**src/rtl/plot_arbiter.sv**
```systemverilog
// Round-robin arbiter that serves three rectangle-fill requesters and streams their pixels to a VGA adapter.
// Optional build macro PLOT_ARBITER_CLIP_EN suppresses plot for pixels beyond 159 x 119.
module plot_arbiter (
   input  logic        clk,
   input  logic        reset_n,
   input  logic [2:0]  req,
   input  logic [23:0] req_x,
   input  logic [20:0] req_y,
   input  logic [8:0]  req_colour,
   input  logic [11:0] req_w,
   input  logic [11:0] req_h,
   output logic [2:0]  grant,
   output logic [2:0]  done,
   output logic [7:0]  x,
   output logic [6:0]  y,
   output logic [2:0]  colour,
   output logic        plot,
   output logic        busy
);

   localparam int unsigned XW    = 8;
   localparam int unsigned YW    = 7;
   localparam int unsigned CW    = 3;
   localparam int unsigned DW    = 4;
   localparam int unsigned XSUMW = XW + 1;
   localparam int unsigned YSUMW = YW + 1;

   typedef enum logic [1:0] {S_IDLE, S_LOAD, S_DRAW, S_DONE} state_t;

   state_t          state_q, state_d;
   logic [1:0]      ptr_q, ptr_d;
   logic [1:0]      win_q, win_d;
   logic [XW-1:0]   x0_q, x0_d;
   logic [YW-1:0]   y0_q, y0_d;
   logic [CW-1:0]   col_q, col_d;
   logic [DW-1:0]   w_q, w_d, h_q, h_d;
   logic [DW-1:0]   dx_q, dx_d, dy_q, dy_d;
   logic [2:0]      grant_q, grant_d, done_q, done_d;
   logic [XW-1:0]   x_q, x_d;
   logic [YW-1:0]   y_q, y_d;
   logic [CW-1:0]   colour_q, colour_d;
   logic            plot_q, plot_d, busy_q, busy_d;

   logic [1:0]      pick_c;
   logic [XW-1:0]   sel_x_c;
   logic [YW-1:0]   sel_y_c;
   logic [CW-1:0]   sel_col_c;
   logic [DW-1:0]   sel_w_c, sel_h_c;
   logic [XW-1:0]   base_x_c;
   logic [YW-1:0]   base_y_c;
   logic [DW-1:0]   pix_dx_c, pix_dy_c;
   logic [XSUMW-1:0] xs_c;
   logic [YSUMW-1:0] ys_c;
   logic            last_c;

   // Round-robin pick: first asserted request at or after the pointer.
   always_comb begin
      pick_c = 2'd0;
      case (ptr_q)
         2'd0:    pick_c = req[0] ? 2'd0 : (req[1] ? 2'd1 : 2'd2);
         2'd1:    pick_c = req[1] ? 2'd1 : (req[2] ? 2'd2 : 2'd0);
         default: pick_c = req[2] ? 2'd2 : (req[0] ? 2'd0 : 2'd1);
      endcase
   end

   // Field mux for the requester granted in the previous cycle.
   always_comb begin
      sel_x_c   = req_x[7:0];
      sel_y_c   = req_y[6:0];
      sel_col_c = req_colour[2:0];
      sel_w_c   = req_w[3:0];
      sel_h_c   = req_h[3:0];
      case (win_q)
         2'd1: begin
            sel_x_c   = req_x[15:8];
            sel_y_c   = req_y[13:7];
            sel_col_c = req_colour[5:3];
            sel_w_c   = req_w[7:4];
            sel_h_c   = req_h[7:4];
         end
         2'd2: begin
            sel_x_c   = req_x[23:16];
            sel_y_c   = req_y[20:14];
            sel_col_c = req_colour[8:6];
            sel_w_c   = req_w[11:8];
            sel_h_c   = req_h[11:8];
         end
         default: ;
      endcase
   end

   assign last_c = (dx_q == w_q) && (dy_q == h_q);

   // Coordinates of the pixel presented in the next cycle.
   always_comb begin
      base_x_c = x0_q;
      base_y_c = y0_q;
      pix_dx_c = DW'(dx_q + 4'd1);
      pix_dy_c = dy_q;
      if (state_q == S_LOAD) begin
         base_x_c = sel_x_c;
         base_y_c = sel_y_c;
         pix_dx_c = '0;
         pix_dy_c = '0;
      end else if (dx_q == w_q) begin
         pix_dx_c = '0;
         pix_dy_c = DW'(dy_q + 4'd1);
      end
   end

   assign xs_c = XSUMW'(base_x_c) + XSUMW'(pix_dx_c);
   assign ys_c = YSUMW'(base_y_c) + YSUMW'(pix_dy_c);

   always_ff @(posedge clk) begin
      if (!reset_n) begin
         state_q  <= S_IDLE;
         ptr_q    <= '0;
         win_q    <= '0;
         x0_q     <= '0;
         y0_q     <= '0;
         col_q    <= '0;
         w_q      <= '0;
         h_q      <= '0;
         dx_q     <= '0;
         dy_q     <= '0;
         grant_q  <= '0;
         done_q   <= '0;
         x_q      <= '0;
         y_q      <= '0;
         colour_q <= '0;
         plot_q   <= 1'b0;
         busy_q   <= 1'b0;
      end else begin
         state_q  <= state_d;
         ptr_q    <= ptr_d;
         win_q    <= win_d;
         x0_q     <= x0_d;
         y0_q     <= y0_d;
         col_q    <= col_d;
         w_q      <= w_d;
         h_q      <= h_d;
         dx_q     <= dx_d;
         dy_q     <= dy_d;
         grant_q  <= grant_d;
         done_q   <= done_d;
         x_q      <= x_d;
         y_q      <= y_d;
         colour_q <= colour_d;
         plot_q   <= plot_d;
         busy_q   <= busy_d;
      end
   end

   always_comb begin
      state_d  = state_q;
      ptr_d    = ptr_q;
      win_d    = win_q;
      x0_d     = x0_q;
      y0_d     = y0_q;
      col_d    = col_q;
      w_d      = w_q;
      h_d      = h_q;
      dx_d     = dx_q;
      dy_d     = dy_q;
      grant_d  = '0;
      done_d   = '0;
      x_d      = x_q;
      y_d      = y_q;
      colour_d = colour_q;
      plot_d   = 1'b0;

      case (state_q)
         S_IDLE: begin
            if (|req) begin
               state_d = S_LOAD;
               win_d   = pick_c;
               grant_d = 3'b001 << pick_c;
            end
         end
         S_LOAD: begin
            state_d = S_DRAW;
            x0_d    = sel_x_c;
            y0_d    = sel_y_c;
            col_d   = sel_col_c;
            w_d     = sel_w_c;
            h_d     = sel_h_c;
            dx_d    = '0;
            dy_d    = '0;
         end
         S_DRAW: begin
            if (last_c) begin
               state_d = S_DONE;
               done_d  = 3'b001 << win_q;
            end else begin
               dx_d = pix_dx_c;
               dy_d = pix_dy_c;
            end
         end
         default: begin
            state_d = S_IDLE;
            ptr_d   = (win_q == 2'd2) ? 2'd0 : 2'(win_q + 2'd1);
         end
      endcase

      // Present a pixel in every DRAW cycle, including the one loaded at the end of LOAD.
      if (state_q == S_LOAD || (state_q == S_DRAW && !last_c)) begin
         x_d      = xs_c[XW-1:0];
         y_d      = ys_c[YW-1:0];
         colour_d = (state_q == S_LOAD) ? sel_col_c : col_q;
`ifdef PLOT_ARBITER_CLIP_EN
         plot_d   = (xs_c <= XSUMW'(159)) && (ys_c <= YSUMW'(119));
`else
         plot_d   = 1'b1;
`endif
      end

      busy_d = (state_d != S_IDLE);
   end

`ifndef PLOT_ARBITER_CLIP_EN
   // Carry bits only matter for clipping; without it coordinates wrap.
   logic unused_carry_c;
   assign unused_carry_c = xs_c[XSUMW-1] ^ ys_c[YSUMW-1];
`endif

   assign grant  = grant_q;
   assign done   = done_q;
   assign x      = x_q;
   assign y      = y_q;
   assign colour = colour_q;
   assign plot   = plot_q;
   assign busy   = busy_q;

endmodule

```
**config.mk**
```make
export PLATFORM = sky130hd
export DESIGN_NAME = plot_arbiter
export DESIGN_NICKNAME = d
export VERILOG_FILES = /design/src/rtl/plot_arbiter.sv
export SDC_FILE = /design/constraint.sdc
export NUM_CORES = 1
export LEC_CHECK = 0
export CELL_PAD_IN_SITES_DETAIL_PLACEMENT = 1
export CELL_PAD_IN_SITES_GLOBAL_PLACEMENT = 1
export CORE_MARGIN = 1
export CORE_UTILIZATION = 36
export CTS_BUF_LIST = sky130_fd_sc_hd__clkbuf_4
export DETAILED_ROUTE_END_ITERATION = 16
export HOLD_SLACK_MARGIN = 0.03
export PLACE_DENSITY_LB_ADDON = 0.1
export SYNTH_ARGS = -nofsm -noshare
export SYNTH_HDL_FRONTEND = slang
export SYNTH_SLANG_ARGS = --single-unit
export TNS_END_PERCENT = 1
```
**constraint.sdc**
```tcl
create_clock -name clk -period 3.35 [get_ports clk]
set_clock_uncertainty 0.05 [all_clocks]
set_input_delay 0.5025 -clock clk [delete_from_list [all_inputs] [get_ports clk]]
set_output_delay 0.5025 -clock clk [all_outputs]
set_load 0.02 [all_outputs]
```
==> impl_results.md <==
* Status: complete, no violations
* CP top delay family: adder cells
* Dpl ws at 0.0320 ns
* Peak supply drop at 0.351 mV
* Final period util at 93.8%
* CP cell instances: inv_1, ha_4, buf_4, nor2_1, a211oi_1, a21o_1, ha_1, inv_1, fa_1, nor2b_1, o21a_1, nor2_1, nand3b_1, xor2_1, a21oi_1
* Gpl congestion at 0.753
* Pleak at 0.00199 uW
* Seq cells post-synth at 66
* Die area at 0.0107 mm2
* Hold Buf Count CTS at 0
* DRT Wirelength at 11.4 mm
* DIE WIDTH at 103 um
* Syn Area/Cell at 8.66 um2
* Post-CTS Setup Inserts at 0
* Vias in the first global route at ~3,600
* F_max at 0.318 GHz
* Wire length on met1 at 5.20 mm
* Total track usage at 22.6%
* Number of enable flip-flop cells after synthesis at 0
* Element type at the critical path end: flop
* Clock slew at reported path FFs at between 0.1 and 0.15 ns
* Synth-to-Final Area Change at 37.3%
* WL met3 at 313 um
* Antenna viol nets, final at 0
* I/O pins at about 110
* Number of I/O port buffers at 108
* Die Y at 103 um
* Gr ovfl total at 0
* Arrival @ worst endpoint at roughly 3.4 ns
* Cell depth of the worst setup path at 15
* Starting Density at 37.5%
* RSZ-0062 raised after global routing: no
* Vias per inst at just over 5
* Minimum clock period at between 3 and 4 ns
* Root Buffer: clkbuf_4
* Power Dens Cells at ~800 mW/mm2
* CTS tree: yes
* Critical path buffers and inverters at 3
* Seq/Total Area, Yosys at 35.7%
* Worst Reg-to-Reg Cells at 15
* PnR worst setup slack at 0.209 ns
* CP startpoint kind: flop
* Final number of max-transition violations at 0
* Largest net degree at the start of global routing at 44
* Critical Path RT at 3.64 ns
* CP max FO at 14
* DRC at 0
* CTS resizes at 1
* CTS sink count at 66
* Num CTS Buffers at 9
* Crit Path Class: reg2reg
* Yosys warns at 0
* Final Power at 4100 uW
* Wire per inst at roughly 17 um
* Clk Latency, worst-skew pair at 0.42 ns
* Gate Count Post-Synth at 427
* Hold depth at 2
* Slew of the pin with the lowest slew margin at a little over 0.6 ns
* Detailed Route Iter0 Violations at about 60
* Max-cap violation count at 0
* First-pass GRT wire length at approximately 18 mm
* H-tree Lvls at 3
* Top Layer Used: met4
* Core area at 0.00986 mm2
* Post-synth top flop: dfxtp_1
* Detailed placement HPWL at about 8.7 mm
* Worst hold path class: reg2reg
* Relative slew slack at 59.2%
* CP max stage delay at 0.45 ns
* Synthesized Nets at 531
* Final core utilization at 51.4%
* Initial antenna violation count at 0
* Final hold vios at 0
* # setup viols final at 0
* Distinct cell type count after synthesis at 51
* Setup TNS at 0 ns
* Routed met2 length at roughly 5.8 mm
* First-pass DRT Iterations at 4
* Post-Syn Area at 0.00370 mm2
* Row count at 36
* Via Count at 3,448
* Critical path's slowest cell: dfxtp_1
* Nets at between 600 and 700
* Fraction of layout cells with a size suffix above 1 at 8.38%
* Asr flop ratio synth at 0%
* Max Root-Sink Buffers at 2
* # diodes at 0
==> logic make-up after synthesis <==
kind of cell    Yosys count  synth area share [%]
mux                      13                  3.66
buf+inv                  45                  5.75
simple gates            141                  18.8
flops                    66                  35.7
fa+ha+maj                21                  7.52
xor+xnor                 22                  5.21
compound gates          119                  23.3
==> state kept, by name, indices dropped and copies added (netlist names), 4 cells and up <==
signal	cells
y0_q	7
w_q	4
x0_q	8
dx_q	4
h_q	4
dy_q	4
x	8
y	7
==> where the power goes <==
part,total [uW],internal [uW],switching [uW]
clock network,553,242,311
logic,2410,1020,1390
registers,1140,1010,129
total,4100,2270,1830
==> per-stage QoR <==
| step | area, um2 | instances | hold WS, ns |
|---|---|---|---|
| 3_5_place_dp | 4910 | 654 | 0.420 |
| 4_1_cts | 5050 | 670 | 0.449 |
| 2_1_floorplan | 3700 | 427 | 0.405 |
| 6_report | 5070 | 670 | 0.446 |
| 3_3_place_gp | 4910 | 654 | 0.422 |
| 5_1_grt | 5070 | 670 | 0.471 |
==> cells in the mapped netlist, drive strengths merged, types with 8 or more instances <==
library cell | n | area, um2
nor2 | 67 | 254
dfxtp | 66 | 1320
a211oi | 33 | 263
a21oi | 24 | 120
a22oi | 23 | 173
ha | 19 | 238
buf | 18 | 110
nor2b | 17 | 106
inv | 15 | 56.3
xnor2 | 15 | 131
nand2 | 14 | 67.6
and2 | 13 | 81.3
clkbuf | 12 | 46.3
mux2i | 12 | 120
o21ai | 9 | 56.3
a21o | 8 | 60.1
==> cell usage in the layout (no fill, tap or decap), types with 2 or more instances in the layout <==
master           netlist  routed
ha_1                  19      17
nand2_1               12      12
dfxtp_1               66      66
nand3_1                7       7
o21ai_0                8       8
a211oi_2               3       3
o211a_1                4       4
nand2_4                2       2
fa_1                   2       2
and2_1                13      13
nor3_1                 7       7
clkdlybuf4s50_1        0     108
nor2_1                66      66
buf_4                  0      15
a221oi_1               3       3
xor2_1                 7       7
a21o_1                 8       8
a22oi_1               23      23
mux2i_1               12      12
nor2b_1               17      17
ha_4                   0       2
nor3b_1                3       3
xnor2_1               15      15
a21oi_1               24      24
a211oi_1              30      30
inv_1                 15      14
o22ai_1                2       2
nand4_1                5       5
clkbuf_4               0      11
o21a_1                 4       4
==> final cells by class <==
class                           instances  area [um2]
Fill cell                            1146        4790
Multi-Input combinational cell        316        2190
Sequential cell                        66        1320
Timing Repair Buffer                  124        1200
Tap cell                              133         166
Clock buffer                           11        82.6
Inverter                               15        56.3
Clock inverter                          5        55.1
==> per-layer routing <==
metal | up-vias | global-route usage, %
met4 | 0 | 6.50
met3 | 10 | 4.17
met5 | - | 0
li1 | 1724 | -
met1 | 1665 | 27.3
met2 | 49 | 41.0
==> path summary, 6_finish.rpt <==
path | from | endpoint | slack (ns)
worst min register to register | x[7] | x[7] | 0.45
worst min-delay path | x[7] | x[7] | 0.45
worst max-delay path | win_q[0] | x[6] | 0.21
worst max register to register | win_q[0] | x[6] | 0.21
==> worst min-delay path, stage by stage (launching register included) <==
cell     delay [ns]
dfxtp_1        0.33
nand2_1        0.06
o22ai_1        0.07
Power figures use the tool's default switching activity.
